File: src/rtl/seq_divider_if.sv
// Operand/result bundle for seq_divider: start request with operands, and the
// registered quotient, remainder and status flags coming back.
interface seq_divider_if;
    logic       start;
    logic [5:0] N;
    logic [2:0] D;
    logic [5:0] Q;
    logic [2:0] R;
    logic       busy;
    logic       done;
    logic       dbz;

    modport master (
        output start, N, D,
        input  Q, R, busy, done, dbz
    );

    modport slave (
        input  start, N, D,
        output Q, R, busy, done, dbz
    );
endinterface

File: src/rtl/seq_divider.sv
// 6-bit by 3-bit restoring divider, one quotient bit per cycle, MSB first.
// Fixed latency; a zero divisor skips the iterations and reports dbz.
module seq_divider (
    input  logic          clk,
    input  logic          rst,
    seq_divider_if.slave  bus
);

    localparam logic [1:0] StIdle = 2'd0;
    localparam logic [1:0] StCalc = 2'd1;
    localparam logic [1:0] StDone = 2'd2;

    logic [1:0] state_q, state_d;
    logic [5:0] dvd_q, dvd_d;
    logic [2:0] dvs_q, dvs_d;
    logic [3:0] rem_q, rem_d;
    logic [5:0] quo_q, quo_d;
    logic [2:0] cnt_q, cnt_d;
    logic [5:0] q_q, q_d;
    logic [2:0] r_q, r_d;
    logic       dbz_q, dbz_d;

    logic [4:0] rem_shift;
    logic [3:0] rem_sub;
    logic       fits;

    // One restoring step on the current partial remainder.
    always_comb begin
        rem_shift = {rem_q, dvd_q[5]};
        fits      = rem_shift >= {2'b00, dvs_q};
        rem_sub   = rem_shift[3:0] - {1'b0, dvs_q};
    end

    always_comb begin
        state_d = state_q;
        dvd_d   = dvd_q;
        dvs_d   = dvs_q;
        rem_d   = rem_q;
        quo_d   = quo_q;
        cnt_d   = cnt_q;
        q_d     = q_q;
        r_d     = r_q;
        dbz_d   = dbz_q;

        case (state_q)
            StIdle: begin
                if (bus.start) begin
                    dvd_d = bus.N;
                    dvs_d = bus.D;
                    rem_d = 4'd0;
                    quo_d = 6'd0;
                    cnt_d = 3'd5;
                    if (bus.D == 3'd0) begin
                        state_d = StDone;
                        q_d     = 6'h3F;
                        r_d     = 3'd0;
                        dbz_d   = 1'b1;
                    end else begin
                        state_d = StCalc;
                    end
                end
            end
            StCalc: begin
                dvd_d = {dvd_q[4:0], 1'b0};
                rem_d = fits ? rem_sub : rem_shift[3:0];
                quo_d = {quo_q[4:0], fits};
                if (cnt_q == 3'd0) begin
                    state_d = StDone;
                    q_d     = quo_d;
                    r_d     = rem_d[2:0];
                    dbz_d   = 1'b0;
                end else begin
                    cnt_d = cnt_q - 3'd1;
                end
            end
            StDone: begin
                state_d = StIdle;
            end
            default: begin
                state_d = StIdle;
            end
        endcase
    end

    always_ff @(posedge clk) begin
        if (rst) begin
            state_q <= StIdle;
            dvd_q   <= 6'd0;
            dvs_q   <= 3'd0;
            rem_q   <= 4'd0;
            quo_q   <= 6'd0;
            cnt_q   <= 3'd0;
            q_q     <= 6'd0;
            r_q     <= 3'd0;
            dbz_q   <= 1'b0;
        end else begin
            state_q <= state_d;
            dvd_q   <= dvd_d;
            dvs_q   <= dvs_d;
            rem_q   <= rem_d;
            quo_q   <= quo_d;
            cnt_q   <= cnt_d;
            q_q     <= q_d;
            r_q     <= r_d;
            dbz_q   <= dbz_d;
        end
    end

    assign bus.Q    = q_q;
    assign bus.R    = r_q;
    assign bus.dbz  = dbz_q;
    assign bus.busy = (state_q == StCalc);
    assign bus.done = (state_q == StDone);

endmodule

File: src/flat_wrapper.sv
// flat-port wrapper written by rule: the top's interface ports become plain ports
module seq_divider_flat 
  (clk, rst, bus_start, bus_N, bus_D, bus_Q, bus_R, bus_busy, bus_done, bus_dbz);
  seq_divider_if bus_i ();
  input  logic clk;
  input  logic rst;
  input wire logic [$bits(bus_i.start)-1:0] bus_start;
  input wire logic [$bits(bus_i.N)-1:0] bus_N;
  input wire logic [$bits(bus_i.D)-1:0] bus_D;
  output wire logic [$bits(bus_i.Q)-1:0] bus_Q;
  output wire logic [$bits(bus_i.R)-1:0] bus_R;
  output wire logic [$bits(bus_i.busy)-1:0] bus_busy;
  output wire logic [$bits(bus_i.done)-1:0] bus_done;
  output wire logic [$bits(bus_i.dbz)-1:0] bus_dbz;
  assign bus_i.start = bus_start;
  assign bus_i.N = bus_N;
  assign bus_i.D = bus_D;
  assign bus_Q = bus_i.Q;
  assign bus_R = bus_i.R;
  assign bus_busy = bus_i.busy;
  assign bus_done = bus_i.done;
  assign bus_dbz = bus_i.dbz;
  seq_divider u_core (.clk(clk), .rst(rst), .bus(bus_i));
endmodule
File: config.mk
export PLATFORM = sky130hd
export DESIGN_NAME = seq_divider_flat
export DESIGN_NICKNAME = d
export VERILOG_FILES = /design/src/rtl/seq_divider_if.sv /design/src/rtl/seq_divider.sv /design/src/flat_wrapper.sv
export SDC_FILE = /design/constraint.sdc
export NUM_CORES = 1
export LEC_CHECK = 0
export CELL_PAD_IN_SITES_DETAIL_PLACEMENT = 0
export CELL_PAD_IN_SITES_GLOBAL_PLACEMENT = 1
export CORE_UTILIZATION = 39
export CTS_CLUSTER_DIAMETER = 200
export CTS_CLUSTER_SIZE = 40
export DETAILED_ROUTE_END_ITERATION = 8
export PLACE_DENSITY_LB_ADDON = 0.1
export SLEW_MARGIN = 30
export SYNTH_ARGS = -nofsm -noshare
export SYNTH_HDL_FRONTEND = slang
export SYNTH_SLANG_ARGS = --single-unit
File: constraint.sdc
create_clock -name clk -period 2.1 [get_ports clk]
set_input_delay 0.42 -clock clk [delete_from_list [all_inputs] [get_ports clk]]
set_output_delay 0.42 -clock clk [all_outputs]
set_load 0.05 [all_outputs]
# --- Word level (Yosys, flattened, before mapping) ---
# Cells that the tools add are included.
op_classes:
  n_addsub: 2
  n_lt_le_gt_ge: 1
  n_eq_ne: 6
  muxes: 26
  reduce_logical: 9
ops:
  columns: ["op", "n"]
  rows:
  - ["6-bit two-way mux", 4]
  - ["6-bit one-hot mux with 2 select lines", 2]
  - ["3-bit two-way mux", 5]
  - ["3-bit one-hot mux with 2 select lines", 2]
  - ["5-bit one-hot mux with 2 select lines", 1]
  - ["4-bit two-way mux", 2]
  - ["4-bit one-hot mux with 2 select lines", 1]
  - ["3-bit zero test", 2]
  - ["2-bit two-way mux", 3]
  - ["2-bit AND reduction", 3]
  - ["5-bit by 3-bit greater-or-equal comparator with 1-bit output", 1]
  - ["5-bit two-way mux", 1]
  - ["2-bit by 1-bit != test with 1-bit output, second input constant", 2]
  - ["2-bit != test, second input constant", 2]
  - ["2-bit one-hot mux with 2 select lines", 1]
  - ["4-bit AND reduction", 1]
  - ["4-bit by 3-bit subtractor with 4-bit output", 1]
  - ["1-bit two-way mux", 3]
  - ["3-bit AND reduction", 1]
  - ["3-bit by 1-bit subtractor with 3-bit output, second input constant", 1]
  - ["2-bit by 1-bit equality test with 1-bit output, second input constant", 1]
  - ["2-bit equality test, second input constant", 1]
  - ["2-bit zero test", 1]
  - ["1-bit one-hot mux with 2 select lines", 1]
  - ["2-bit nonzero test", 1]
totals:
  regBits: 33
  input_bits: 12
  output_inout_bits: 12
  elab_cells: 53

# --- Depth between registers and ports, before layout ---
# Gate-level depths: netlist of the first run.
logic_depth:
  ltp_word: 4
  depth_mapped: 7
  ltp_nobuf: 6

# --- Worst setup path after synthesis of the first run ---
# Ideal clock, no wire load.
synth_timing:
  path_kind: "reg-to-output"
  start: "reg u_core.state_q[1]"
  end: "out bus_done"
  arrival_ps: 1431
  required_time_ps: 1680
  slack_ps: 249
  path_stages_with_launch: 4
  path_buffers: 2
  cell_sequence: "dfxtp_1 -> buf_2 -> clkbuf_1 -> nor2b_1"
synth_between:
  elab_chain_len: 1
synth_rtl:
  columns: ["item", "line", "text"]
  rows:
  - ["start, declared", "seq_divider.sv:13", "logic [1:0] state_q, state_d;"]
  - ["start signal, assigned", "seq_divider.sv:87", "state_q <= StIdle;"]
  - ["start signal, assigned", "seq_divider.sv:97", "state_q <= state_d;"]
  - ["2-bit equality test", "seq_divider.sv:113", "assign bus.done = (state_q == StDone);"]
  - ["end, declared", "flat_wrapper.sv:13", "output wire logic [$bits(bus_i.done)-1:0] bus_done;"]
# No other way between the ends.

# --- Worst setup path after layout of the first run ---
layout_timing:
  start: "reg u_core.dbz_q (netlist: u_core.bus.dbz)"
  end: "out bus_dbz"
layout_lines:
  columns: ["item", "line", "text"]
  rows:
  - ["start, declared", "seq_divider.sv:21", "logic dbz_q, dbz_d;"]
  - ["start signal, assigned", "seq_divider.sv:105", "dbz_q <= dbz_d;"]
  - ["end, declared", "flat_wrapper.sv:14", "output wire logic [$bits(bus_i.dbz)-1:0] bus_dbz;"]
# No word-level cell between the ends.

==> summary.txt, run 1 <==
Status: finished, final reports clean
CTS Buffer Depth: 2
Area delta synth->final: 23.5%
Critical-path cell list: clkdlybuf4s50_1
IO buf count: 23
CTS sink cnt: 33
Synth Area in Compound Gates: 20.4%
Die Wd: 65.1 µm
CP Launch Type: flop
Clock share of power: 29.1%
DR WL/cell: 12.6 µm
Sw Share: 32.4%
DRT Pass-1 Iters: 4
Initial antenna violation count: 0
Vert. Die Dim: 65.1 µm
Fin Setup TNS: 0 ns
Core ar.: 3740 µm²
Setup crit start: u_core.bus.dbz
Mean Syn Cell Area: 8.12 µm²
Peak VDD IR: 0.419 mV
Crit Path Max Fanout: 2
DRC viols: 0
Register area share after synthesis: 42.6%
Psw: 0.534 mW
ANT cells: 0
H-tree Lvls: 2
Finish-stage setup viols: 0
Synth Instances: 191
Clock Latency Late Sink: 0.28 ns
Clock transition at the registers of the reported paths: 0.06 ns
Combinational fraction of design power: 27.5%
Worst Setup EP: bus_dbz
Reg2Reg Launch Point: u_core.cnt_q[0]
GP Congestion: 0.776
DP Wirelength: 2470 µm
Fmax: 541 MHz
Starting DRC count in detailed routing: 88
Reg2reg end: u_core.bus.Q[0]
DR vias: 1383
Post-CTS setup buffer count: 0
# rows: 22
Post-synthesis mux area share: 0.645%
Pint: 1.11 mW
Final ANT Viol Nets: 0
Share of layout cells above drive strength 1: 8.84%
Max incr delay on CP: 0.80 ns
Crit path DAT: 1.43 ns
Post-Syn Nets: 209
Vias/cell: 5.26
Worst reg2reg setup slack: 0.35 ns
Hold Violations, Final: 0
DRT Wirelength: 3310 µm
WHS: 0.463 ns
Setup crit end kind: output pin
WP depth: 1
Layout Skew: 0.00489 ns
Slew @ Worst Pin: 0.559 ns
Max Cap Viol: 0
Total GRT Usage: 18.3%
Clock Tree Root: clkbuf_8
Nets: 233
WP buf/inv: 1
Yosys synthesis warning count: 0
Max-slew violations: 0
Cts repair resizes: 0
Slew HR: 62.7%
Largest net degree at the start of global routing: 20
Period utilization: 88.1%
Synth Cell Area: 1550 µm²
Top_reg_cell synth: dfxtp_1
Slowest stage cell, crit path: clkdlybuf4s50_1
Number of synthesized flops with an enable pin: 0
Top delay family on crit path: buffers and inverters
Seq cells post-synth: 33
Cell depth of the worst flop-to-flop path: 6
Main combinational cell family by area after synthesis: simple AND/OR/NAND/NOR gates
CTS tree: done
Ports: 24
Pwr Density: 859 nW/µm²
Hold-fix buffers, CTS: 0
Unrepaired setup endpoints after global routing: no
Library cells used by synthesis: 34
CTS buffer count: 5
Vias in the first global route: 1312
Hold WC Path Type: reg -> reg
Min cycle time layout: 1.85 ns
Initial Util: 41.4%
Grt ovf: 0
First-pass GRT wire length: 5780 µm
CP required: 1.68 ns
CP Class: reg -> out
Final core utilization: 51.2%
Post-Synth XOR/XNOR Area: 0.565%
Sequential power share: 43.4%
Simple-Gate Fraction of Synth Area: 24.6%
Die footprint: 4230 µm²
Static Leak: 0.711 nW
Arithmetic-cell share of the synthesized area counting full adders, half adders and majority gates: 5.32%
FFs w/ async S/R, synth: 0%
through the flow:
| step | area (µm²) | worst slack, ns | cells | power (mW) |
|---|---|---|---|---|
| 2_1_floorplan | 1550 | 0.249 | 191 | 1.05 |
| 3_3_place_gp | 1830 | 0.120 | 256 | 1.17 |
| 3_5_place_dp | 1830 | 0.0756 | 256 | 1.18 |
| 4_1_cts | 1920 | 0.231 | 263 | 1.66 |
| 5_1_grt | 1920 | 0.206 | 263 | 1.75 |
| 6_report | 1920 | 0.250 | 263 | 1.65 |
placed cells by master (no fill, tap or decap), types with 2 or more instances in the layout:
| cell | Yosys | final |
|---|---|---|
| or3_1 | 6 | 6 |
| a311oi_1 | 5 | 5 |
| nand3_1 | 4 | 4 |
| inv_1 | 9 | 9 |
| buf_4 | 3 | 6 |
| clkdlybuf4s50_1 | 0 | 21 |
| nand2_1 | 28 | 28 |
| nor3_1 | 4 | 4 |
| clkbuf_8 | 0 | 6 |
| nor2_1 | 21 | 21 |
| nand2b_1 | 5 | 5 |
| dfxtp_1 | 33 | 33 |
| ha_1 | 5 | 5 |
| o31ai_1 | 6 | 6 |
| nor2b_1 | 7 | 7 |
| a211oi_1 | 2 | 2 |
| o21ai_0 | 11 | 11 |
| a21oi_1 | 18 | 18 |
| a21boi_0 | 2 | 2 |
routing by layer:
layer  global-route usage [%]  vias up  share of wire (%)
li1                         -      704                  -
met1                     22.5      641                 48
met2                     29.6       30                 45
met3                     4.23        8                4.1
met4                     9.78        0                2.3
met5                        0        -                  0
worst min path at each step:
| stage | start | endpoint | slack, ns | cells after the start |
|---|---|---|---|---|
| 2_1_floorplan | u_core.rem_q[3] | u_core.rem_q[3] | 0.43 | 2 |
| 5_1_grt | u_core.dvs_q[0] | u_core.dvs_q[0] | 0.48 | 2 |
| 3_3_place_gp | u_core.dvs_q[2] | u_core.dvs_q[2] | 0.45 | 2 |
| 3_5_place_dp | u_core.dvs_q[0] | u_core.dvs_q[0] | 0.45 | 2 |
| 6_report | u_core.dvs_q[0] | u_core.dvs_q[0] | 0.46 | 2 |
| 4_1_cts | u_core.dvs_q[0] | u_core.dvs_q[0] | 0.47 | 2 |
area by class of cell:
| class | count | area [µm²] |
|---|---|---|
| clock buffers | 7 | 86.3 |
| fillers | 396 | 1830 |
| inverters | 9 | 33.8 |
| multi-input cells | 138 | 800 |
| flip-flops and latches | 33 | 661 |
| well taps | 48 | 60.1 |
| repair buffers | 28 | 275 |
Yosys cell counts, types with 3 or more instances:
cell type / count / share of area (%)
nor2_1: 21 / 5.1
nand2_1: 28 / 6.8
dfxtp_1: 33 / 43
a21oi_1: 18 / 5.8
o31ai_1: 6 / 2.9
ha_1: 5 / 4.0
o21ai_0: 11 / 3.5
a311oi_1: 5 / 2.8
buf_4: 3 / 1.5
or3_1: 6 / 2.4
nor2b_1: 7 / 2.8
inv_1: 9 / 2.2
nand3_1: 4 / 1.3
nor3_1: 4 / 1.3
nand2b_1: 5 / 2.0
buf_2: 4 / 1.3
power groups by stage:
stage	clock network, mW	registers [mW]	logic (mW)
6_report	0.480	0.714	0.452
5_1_grt	0.522	0.721	0.503
4_1_cts	0.494	0.714	0.456
3_5_place_dp	0	0.728	0.455
3_3_place_gp	0	0.725	0.448
2_1_floorplan	0	0.778	0.273
state kept, by name, summed over array words and instances, names as in the netlist:
name and flops:
u_core.bus.Q 6, u_core.bus.R 3, u_core.bus.dbz 1, u_core.cnt_q 3
u_core.dvd_q 6, u_core.dvs_q 3, u_core.quo_q 5, u_core.rem_q 4
u_core.state_q 2
cells by family (layout without fill, tap and decap cells):
kind of cell | count (synthesis) | count (layout)
muxes | 1 | 1
buffers and inverters | 20 | 44
adders and majority gates | 6 | 6
xor gates and xnor gates | 1 | 1
AOI/OAI and AO/OA | 49 | 49
and+or+nand+nor | 81 | 81
DFF | 33 | 33
No activity file was read; power rests on OpenSTA's default activity.
==> run 2, diff against run 1 <==
Settings changed: CAP_MARGIN from default to 25.
==> results of run 2 <==
Final layout, timing and power as in run 1 (identical DEF).
==> run 3, diff against run 2 <==
Settings changed: GPL_ROUTABILITY_DRIVEN from default to 0.
==> results of run 3 <==
Final layout, timing and power as in run 1 (identical DEF).
